## src/rtl/mem_responder.sv

```systemverilog
// Wait-stated memory responder for the multicycle processor's memory port.
// Accepts one request in IDLE, waits WAIT cycles, then performs the access and pulses mem_ready.
module mem_responder #(
  parameter int ADDR_W = 5,
  parameter int DATA_W = 8,
  parameter int WAIT   = 2
) (
  input  logic              clk,
  input  logic              rst_n,
  input  logic              mem_read,
  input  logic              mem_write,
  input  logic [ADDR_W-1:0] adr,
  input  logic [DATA_W-1:0] write_data,
  output logic [DATA_W-1:0] read_data,
  output logic              mem_ready,
  output logic              err
);

  typedef enum logic [1:0] {
    ST_IDLE   = 2'd0,
    ST_WAIT   = 2'd1,
    ST_ACCESS = 2'd2
  } state_t;

  // WAIT is limited to 0..15, so the 4-bit counter never wraps.
  localparam logic [3:0] WAIT_CNT = 4'(WAIT);

  state_t              state_reg, state_next;
  logic [3:0]          cnt_reg, cnt_next;
  logic [ADDR_W-1:0]   adr_reg, adr_next;
  logic [DATA_W-1:0]   data_reg, data_next;
  logic                wr_reg, wr_next;
  logic                ill_reg, ill_next;
  logic                mem_ready_reg, mem_ready_next;
  logic                err_reg, err_next;
  logic                mem_we, mem_re;
  logic [DATA_W-1:0]   read_data_reg;

  logic [DATA_W-1:0]   mem_array [2**ADDR_W];

  // State and control registers.
  always_ff @(posedge clk) begin
    if (!rst_n) begin
      state_reg     <= ST_IDLE;
      cnt_reg       <= 4'd0;
      adr_reg       <= '0;
      data_reg      <= '0;
      wr_reg        <= 1'b0;
      ill_reg       <= 1'b0;
      mem_ready_reg <= 1'b0;
      err_reg       <= 1'b0;
    end else begin
      state_reg     <= state_next;
      cnt_reg       <= cnt_next;
      adr_reg       <= adr_next;
      data_reg      <= data_next;
      wr_reg        <= wr_next;
      ill_reg       <= ill_next;
      mem_ready_reg <= mem_ready_next;
      err_reg       <= err_next;
    end
  end

  // Next-state logic; request inputs are only looked at in IDLE.
  always_comb begin
    state_next = state_reg;
    cnt_next   = cnt_reg;
    adr_next   = adr_reg;
    data_next  = data_reg;
    wr_next    = wr_reg;
    ill_next   = ill_reg;
    case (state_reg)
      ST_IDLE: begin
        if (mem_read || mem_write) begin
          adr_next   = adr;
          data_next  = write_data;
          wr_next    = mem_write;
          ill_next   = mem_read & mem_write;
          cnt_next   = WAIT_CNT;
          state_next = (WAIT_CNT != 4'd0) ? ST_WAIT : ST_ACCESS;
        end
      end
      ST_WAIT: begin
        cnt_next = cnt_reg - 4'd1;
        if (cnt_reg <= 4'd1) begin
          state_next = ST_ACCESS;
        end
      end
      ST_ACCESS: begin
        state_next = ST_IDLE;
      end
      default: begin
        state_next = ST_IDLE;
        cnt_next   = 4'd0;
      end
    endcase
  end

  // Access strobes and completion flags, registered on the ACCESS edge.
  always_comb begin
    mem_ready_next = 1'b0;
    err_next       = 1'b0;
    mem_we         = 1'b0;
    mem_re         = 1'b0;
    if (state_reg == ST_ACCESS) begin
      mem_ready_next = 1'b1;
      err_next       = ill_reg;
      mem_we         = wr_reg & ~ill_reg;
      mem_re         = ~wr_reg & ~ill_reg;
    end
  end

  // Storage has no reset, but a same-edge reset still suppresses the write.
  always_ff @(posedge clk) begin
    if (rst_n && mem_we) begin
      mem_array[adr_reg] <= data_reg;
    end
  end

  always_ff @(posedge clk) begin
    if (!rst_n) begin
      read_data_reg <= '0;
    end else if (mem_re) begin
      read_data_reg <= mem_array[adr_reg];
    end
  end

  assign read_data = read_data_reg;
  assign mem_ready = mem_ready_reg;
  assign err       = err_reg;

endmodule

```

## config.mk

```make
export PLATFORM = sky130hd
export DESIGN_NAME = mem_responder
export DESIGN_NICKNAME = d
export VERILOG_FILES = /design/src/rtl/mem_responder.sv
export SDC_FILE = /design/constraint.sdc
export NUM_CORES = 1
export LEC_CHECK = 0
export ABC_AREA = 1
export CORE_UTILIZATION = 30
export CTS_CLUSTER_DIAMETER = 100
export CTS_CLUSTER_SIZE = 40
export DETAILED_ROUTE_END_ITERATION = 10
export GPL_TIMING_DRIVEN = 1
export PLACE_DENSITY_LB_ADDON = 0.1
export SETUP_SLACK_MARGIN = 0.5
export SYNTH_ARGS = -nofsm -noshare
export SYNTH_HDL_FRONTEND = slang
export SYNTH_SLANG_ARGS = --single-unit
```

## constraint.sdc

```tcl
create_clock -name clk -period 3.8 [get_ports clk]
set_input_delay 0.57 -clock clk [delete_from_list [all_inputs] [get_ports clk]]
set_output_delay 0.57 -clock clk [all_outputs]
set_load 0.01 [all_outputs]
```

==> results.json <==
{
  "layout_commonest_cell": "nand2_1",
  "wl_um": 32700,
  "worst_slew_pin_slew_ns": 0.901,
  "groute.usage.overall_pct": 16.4,
  "cts.sinks": 287,
  "core_region_area_um2": 38900,
  "largest_reg_flops": 256,
  "grt_max_degree": 71,
  "hold_viol": 0,
  "netlist_top_cells_area": "edfxtp_1 (65%), nand2_1 (19%), dfxtp_1 (5.2%)",
  "io_pins": 27,
  "crit_type": "reg -> reg",
  "max_slew_margin_pct": 39.6,
  "post-dp-hpwl_um": 20100,
  "cts_root_buf": "clkbuf_16",
  "post_cts_buffers": 0,
  "cp-end-kind": "flip-flop",
  "path_cells": "buf_4 > nor2_4 > nand2_1 > buf_4 > nor2_1",
  "total_power_mw": 6.45,
  "drc_errors": 0,
  "synth_top_family_by_area": "simple AND/OR/NAND/NOR gates",
  "port_buffers": 26,
  "finalClockSkew_ns": 0.0173,
  "multiInputGateArea_um2": 3200,
  "viasPerCell": 4.49,
  "finalSetupTns_ns": 0,
  "cts_resized": 0,
  "wl_per_cell_um": 18.8,
  "worstHoldStart": "cnt_reg[3]",
  "path_buf_inv": 2,
  "muxShareOfSynthArea_pct": 0,
  "grt_pass1_wl_um": 49400,
  "final_util_pct": 34.6,
  "worst_slack_ns": 1.35,
  "cpPeakStageDelay_ns": 0.52,
  "final_cell_mix": "nand2_1 (608), edfxtp_1 (256), nor2_1 (82), buf_4 (53), nand3_1 (51)",
  "synth_compound_area_share_pct": 1.54,
  "path_common_cell": "buf_4",
  "synthArstFlopShare_pct": 0,
  "maxCapViolCount": 0,
  "yosysSeqAreaShare_pct": 69.7,
  "synth_edf_count": 256,
  "ir_worst_vdd_mv": 0.218,
  "n_antenna_cell": 0,
  "hold_class": "reg -> reg",
  "htreeDepth": 1,
  "clk_path_buf_depth": 3,
  "antenna_found_initial": 0,
  "insertion_delay_ns": 0.51,
  "yosysTopAreaCell": "edfxtp_1",
  "synth_top_area_share_pct": 64.5,
  "worstPathRequired_ns": 3.94,
  "place_congestion": 0.785,
  "final_nets": 1236,
  "seq_area_um2": 8310,
  "slew_violations": 0,
  "synth_ff_type": "edfxtp_1",
  "yosys_warnings": 0,
  "synthXorXnorAreaFrac_pct": 0,
  "rsz0062_at_grt": "no",
  "netlist_instances": 1171,
  "min_path_cells": 2,
  "synth-seq-cells": 287,
  "post-route-period-util_pct": 64.4,
  "die_w_um": 201,
  "worstPathArrival_ns": 2.58,
  "synth_fa_ha_area_share_pct": 0.210,
  "layout-drive-gt1-share_pct": 7.76,
  "syn2layout_area_growth_pct": 12.9,
  "post_synth_and_or_nand_nor_area_fraction_pct": 25.1,
  "rows": 72,
  "crit_family": "simple AND/OR/NAND/NOR gates",
  "antenna_left": 0,
  "clk_pin_slew_ns": 0.11,
  "die_y_um": 201,
  "r2r-end": "mem_array[14][2]",
  "fillCellCount": 4021,
  "rr_worst_depth": 5,
  "netlist_area_um2": 11900,
  "worst_setup_path_start_kind": "flip-flop",
  "hold_buffers": 0,
  "first_pass_iters": 5,
  "status": "complete, no violations",
  "cts_buffers": 15,
  "worstPathMaxFanout": 60,
  "finalSetupViolCount": 0,
  "rrSetupSlack_ns": 1.35,
  "max_freq_mhz": 409,
  "num_vias": 7822,
  "worstHoldEndpoint": "cnt_reg[3]",
  "drt_iter0_drc": 519,
  "crit_slowest_cell": "nor2_1",
  "place_ws_ns": 0.921,
  "timing.rr.start": "adr_reg[0]",
  "synth.distinct_cells": 24,
  "cts_tree": "yes",
  "period_minus_slack_ns": 2.45,
  "synth_nets": 1190,
  "synth.avg_cell_area_um2": 10.2,
  "whs_ns": 0.485,
  "overflow": 0,
  "grt_pass1_vias": 7943,
  "power_leakage_nw": 5.35,
  "initial_core_util_pct": 30.6,
  "fp.dieArea_um2": 40500,
  "p_per_area_nw_per_um2": 479
}
## kinds of logic (layout without fill, tap and decap cells)
logic type      Yosys count  count (layout)
simple gates            756             756
flops                   287             287
buf+inv                  90             144
compound gates           36              36
fa+ha+maj                 2               2
## metal layers
metal	vias up	GRT usage [%]	part of all wire [%]
met5	-	0	0
met4	0	3.14	1.6
met3	32	1.65	3.4
met2	141	27.2	47
met1	3747	23.3	48
li1	3902	-	-
## tightest hold or removal path: cells and delay by family, from the launching register on
family	cells	cell delay, ns
AND/OR/NAND/NOR	1	0.06
AO/OA/AOI/OAI	1	0.06
flip-flops	1	0.33
## per-stage QoR
stage                     area, um^2  instances
after floorplan                11900       1171
after global placement         13000       1718
final                          13500       1743
after global routing           13500       1743
after CTS                      13500       1743
after detailed placement       13000       1718
## layout make-up
class                   count  share of cell area [%]
clock buffers              16                    2.82
clock inverters             9                   0.725
inverters                  39                    1.10
multi-input cells         794                    23.7
flip-flops and latches    287                    61.8
well taps                 518                    4.82
repair buffers             80                    5.04
## synthesized netlist by cell type, drive strengths merged (2+ instances only)
master and instances:
a21oi 13, buf 41, clkbuf 10, dfxtp 31, edfxtp 256, ha 2
inv 39, nand2 608, nand3 51, nand4 2, nor2 83, nor3 11
o21ai 21
## report_power, final
part	switching (mW)	internal (mW)	leakage, nW
clock network	1.08	0.777	0.234
registers	0.0265	3.55	2.59
logic	0.763	0.253	2.52
total	1.87	4.58	5.35
## how the worst max path moves through the flow
stage | start | endpoint | cells after the start
floorplan | rst_n | mem_array[0][0] | 5
detailed placement | rst_n | mem_array[8][3] | 6
global route | adr_reg[2] | mem_array[14][3] | 4
finish | adr_reg[0] | mem_array[14][2] | 5
CTS | adr_reg[0] | mem_array[30][3] | 5
global placement | rst_n | mem_array[24][4] | 6
No activity file was read; power rests on OpenSTA's default activity.
